## src/rtl/regfile.sv

```systemverilog
// Architectural register file with per-register rename tags.
// Resolves two source operands per cycle into a value or a producer tag.
module regfile #(
  parameter int unsigned ROB_WIDTH = 4
) (
  input  logic                 clk_in,
  input  logic                 rst_in,
  input  logic                 rdy_in,
  input  logic                 clear,
  input  logic                 dec_ready,
  input  logic [4:0]           dec_rd,
  input  logic [ROB_WIDTH-1:0] dec_rob_id,
  input  logic [4:0]           dec_rs1,
  input  logic [4:0]           dec_rs2,
  input  logic                 commit_ready,
  input  logic [ROB_WIDTH-1:0] commit_rob_id,
  input  logic [4:0]           commit_reg_id,
  input  logic [31:0]          commit_val,
  output logic                 search_has_dep_1,
  output logic [ROB_WIDTH-1:0] search_rob_id_1,
  output logic [31:0]          search_val_1,
  output logic                 search_has_dep_2,
  output logic [ROB_WIDTH-1:0] search_rob_id_2,
  output logic [31:0]          search_val_2
);

  localparam int unsigned NumRegs = 32;

  typedef struct packed {
    logic                 has_dep;
    logic [ROB_WIDTH-1:0] rob_id;
    logic [31:0]          val;
  } search_t;

  logic [31:0]          val_q [NumRegs];
  logic [31:0]          val_d [NumRegs];
  logic [NumRegs-1:0]   dep_q, dep_d;
  logic [ROB_WIDTH-1:0] tag_q [NumRegs];
  logic [ROB_WIDTH-1:0] tag_d [NumRegs];
  search_t              res_1, res_2;

  // Commit that retires the current owner of register s (used for bypass).
  function automatic search_t resolve(input logic [4:0] s);
    search_t r;
    r = '0;
    if (s == 5'd0) begin
      r = '0;
    end else if (commit_ready && commit_reg_id == s && dep_q[s] && tag_q[s] == commit_rob_id) begin
      r.val = commit_val;
    end else if (dep_q[s]) begin
      r.has_dep = 1'b1;
      r.rob_id  = tag_q[s];
    end else begin
      r.val = val_q[s];
    end
    return r;
  endfunction

  always_comb begin
    res_1 = resolve(dec_rs1);
    res_2 = resolve(dec_rs2);
    if (clear) begin
      res_1.has_dep = 1'b0;
      res_1.rob_id  = '0;
      res_2.has_dep = 1'b0;
      res_2.rob_id  = '0;
    end
  end

  always_comb begin
    val_d = val_q;
    dep_d = dep_q;
    tag_d = tag_q;
    if (commit_ready && commit_reg_id != 5'd0) begin
      val_d[commit_reg_id] = commit_val;
      // Only the youngest writer's commit releases the dependency.
      if (dep_q[commit_reg_id] && tag_q[commit_reg_id] == commit_rob_id) begin
        dep_d[commit_reg_id] = 1'b0;
      end
    end
    if (clear) begin
      dep_d = '0;
      for (int i = 0; i < NumRegs; i++) begin
        tag_d[i] = '0;
      end
    end else if (dec_ready && dec_rd != 5'd0) begin
      dep_d[dec_rd] = 1'b1;
      tag_d[dec_rd] = dec_rob_id;
    end
    val_d[0] = '0;
    dep_d[0] = 1'b0;
  end

  always_ff @(posedge clk_in or posedge rst_in) begin
    if (rst_in) begin
      for (int i = 0; i < NumRegs; i++) begin
        val_q[i] <= '0;
        tag_q[i] <= '0;
      end
      dep_q            <= '0;
      search_has_dep_1 <= 1'b0;
      search_rob_id_1  <= '0;
      search_val_1     <= '0;
      search_has_dep_2 <= 1'b0;
      search_rob_id_2  <= '0;
      search_val_2     <= '0;
    end else if (rdy_in) begin
      val_q            <= val_d;
      dep_q            <= dep_d;
      tag_q            <= tag_d;
      search_has_dep_1 <= res_1.has_dep;
      search_rob_id_1  <= res_1.rob_id;
      search_val_1     <= res_1.val;
      search_has_dep_2 <= res_2.has_dep;
      search_rob_id_2  <= res_2.rob_id;
      search_val_2     <= res_2.val;
    end
  end

endmodule

```

## config.mk

```make
export PLATFORM = sky130hd
export DESIGN_NAME = regfile
export DESIGN_NICKNAME = d
export VERILOG_FILES = /design/src/rtl/regfile.sv
export SDC_FILE = /design/constraint.sdc
export NUM_CORES = 2
export LEC_CHECK = 0
export BUFFER_PORTS_ARGS = -buffer_cell sky130_fd_sc_hd__buf_2
export CAP_MARGIN = 15
export CORE_MARGIN = 5
export CORE_UTILIZATION = 58
export CTS_CLUSTER_DIAMETER = 60
export CTS_CLUSTER_SIZE = 12
export DETAILED_ROUTE_END_ITERATION = 7
export PLACE_DENSITY_LB_ADDON = 0.08
export SETUP_SLACK_MARGIN = 0.5
export SKIP_CTS_REPAIR_TIMING = 1
export SYNTH_ARGS = -nofsm -noshare
export SYNTH_HDL_FRONTEND = slang
export SYNTH_SLANG_ARGS = --single-unit
```

## constraint.sdc

```tcl
create_clock -name clk_in -period 35.6 [get_ports clk_in]
set_clock_uncertainty 0.2 [all_clocks]
set_input_delay 0 -clock clk_in [delete_from_list [all_inputs] [get_ports clk_in]]
set_output_delay 0 -clock clk_in [all_outputs]
set_load 0.005 [all_outputs]
```

==> metrics <==
status=finished with violations; failing checks=hold timing; Post-DRT Antenna Nets=0; DRT Pass-1 Iters=6; Root Buffer=clkbuf_16; RSZ-0062 raised after global routing=false; Synth top area share=45.74%; Worst setup SP type=primary input; Critical Path AT=5260 ps; Tot GR Track Use=a little over a third; Slew HR=20.75%; Overflow after GRT=0; Netlist Area Pre-Place=67020 um^2; die area=122500 um^2; Setup WS post-layout=30830 ps; CTS tree=done; H-tree levels=4; WL/cell=about 35 um; Synth area leaders=dfrtp_1, mux4_2, mux2_2, mux2i_1, nand2_1; GP Congestion=0.9869; Core Area=114500 um^2; Slew Viols, Final=0; sequential fraction of the synthesis area=a little under half; top cells by count, synth=dfrtp_1, mux2_2, mux4_2, nand2_1, clkbuf_1; CP Buf/Inv Count=5; detailed-route DRC error count=0; Reg clk slew, reported paths=70 ps; wire length of the first global-routing pass=317.6 mm; Leak Pwr=32.48 nW; placed insts=5964; final hold violations=3; layout cell share with drive strength beyond 1=between 40 and 50%; TNS Setup=0 ps; count leader, synth=dfrtp_1; Clk Latency, worst-skew pair=760 ps; Via Count=around 45000; drt total wl=~220 mm; syn_nets=4769; Starting Density=58.54%; Setup CP Type=in2reg; Max clock buf depth=3; # setup viols final=0; hold_ws=-41.50 ps; Die Width=349.9 um; maximum VDD drop=0.04364 mV; peak per-stage delay on the critical path=about 970 ps; Worst R2R Setup Slack=31440 ps; crit-path cells=buf_8 -> buf_4 -> nor2b_4 -> buf_4 -> a22oi_1 -> nand3_1 -> nand4_1 -> xnor2_1 -> a211o_1 -> nor4_4 -> buf_4 -> a21o_1 -> dlygate4sd3_1; EDFF count, synth=0; fin nets=4734; final std cells w/o fill=6241; YS warnings=0; Worst path most repeated cell=buf_4; Mapped Cells=4703; Period minus WS final=~4800 ps; Die Y=349.9 um; via/cell ratio=7.286; Rows=approximately 120; synth-to-layout area growth=9.605%; ys async rst share=between 90% and 100%; initial antenna violation count=4; largest net degree at the start of global routing=about 170; Fmax=about 210 MHz; Syn Area/Cell=approximately 14 um^2; #FFs+latches synth=1225; Top delay family on crit path=buffers and inverters; Total Power=roughly 3.6 mW; Synth cell types=67; Num CTS Buffers=between 100 and 150; Initial DRC Count=about 5000; kind of end point of the critical path=flop; # IOs=140; Port Buf Inserts=139; pwr dens=49.26 nW/um^2; Max Cap Viol=0; worst endpoint required time=36090 ps; pre-CTS WS=30510 ps; vias in the first global route=45530; area leader, netlist=dfrtp_1; final period utilization=13.40%; slowest CP cell=buf_4; CP Max Fanout=95; CTS Sinks=approximately 1200; placed wire-length estimate=118.4 mm; prevailing post-synth register cell=dfrtp_1; Worst Tran Pin Value=about 1200 ps; Min-Delay Path Class=in2reg
## final cells by class
class	count	area (um^2)
Fill cell	8492	41040
Multi-Input combinational cell	2975	34480
Sequential cell	1225	30650
Clock buffer	159	3621
Timing Repair Buffer	308	2317
Tap cell	1512	1892
Clock inverter	33	377.9
Inverter	26	110.1
Antenna cell	3	7.507
## final timing paths
path,start,to,depth (start not counted)
hold / removal,dec_rs1[0],search_rob_id_1[0]$_DFFE_PP0P_,5
min in group asynchronous,rst_in,val_q[257]$_DFFE_PP0P_,4
hold reg to reg,search_rob_id_1[1]$_DFFE_PP0P_,search_rob_id_1[1]$_DFFE_PP0P_,1
max in group asynchronous,rst_in,val_q[754]$_DFFE_PP0P_,7
setup / recovery,dec_rs1[1],search_val_1[11]$_DFFE_PP0P_,13
setup reg to reg,tag_q[86]$_DFFE_PP0P_,search_val_1[11]$_DFFE_PP0P_,9
## through the flow
step           utilization [%]  instance area [um^2]
6_report                 64.16                 73460
2_1_floorplan                -                 67020
4_1_cts                  63.40                 72600
3_5_place_dp             59.91                 68600
3_3_place_gp             59.91                 68600
5_1_grt                  64.15                 73450
## worst reg2reg max path, delay by kind of cell, from the launching register on
kind,cells,cell delay [ps]
AND/OR/NAND/NOR,2,380
AO/OA/AOI/OAI,3,1260
buffers and inverters,2,1020
flip-flops,1,460
multiplexers,2,770
## cells by family after synthesis
family,share of synthesized area [%]
AO/OA/AOI/OAI,5.910
XOR/XNOR,0.2483
buffers and inverters,3.198
flip-flops,45.74
multiplexers,41.25
AND/OR/NAND/NOR,3.655
## power by group
group | leakage (nW) | total (mW) | switching [mW] | internal (mW)
clock | 1.97 | 1.33 | 0.585 | 0.749
sequential | 16.4 | 1.68 | 0.125 | 1.56
combinational | 14.1 | 0.604 | 0.262 | 0.342
total | 32.5 | 3.62 | 0.972 | 2.65
## registers in the layout (all words and copies together), names as in the netlist
signal / count
search_has_dep_2: 1
search_val_2: 32
search_rob_id_2: 4
dep_q: 31
search_val_1: 32
search_rob_id_1: 4
search_has_dep_1: 1
val_q: 992
tag_q: 128
## placed cells by master, fill, tap and decap left out, types with 28 or more instances in the layout
cell type and n:
nand2_1 285, a21oi_1 28, clkbuf_16 137, o21ai_0 183
a22o_1 57, buf_4 87, mux2_2 1077, a21o_1 34
nor2_1 64, buf_2 129, dfrtp_1 1225, mux4_2 617
mux2i_1 160, o2bb2ai_1 69, dlygate4sd3_1 80, nand3_1 37
## per-layer routing
| metal | wire length (um) | up-vias | global-route usage, % |
|---|---|---|---|
| met2 | 97920 | 2512 | 53.11 |
| li1 | - | 18050 | - |
| met1 | 86520 | 24360 | 50.57 |
| met4 | 10450 | 0 | 14.52 |
| met5 | 0 | - | 0 |
| met3 | 21060 | 552 | 8.361 |
(Power assumes the default switching activity.)
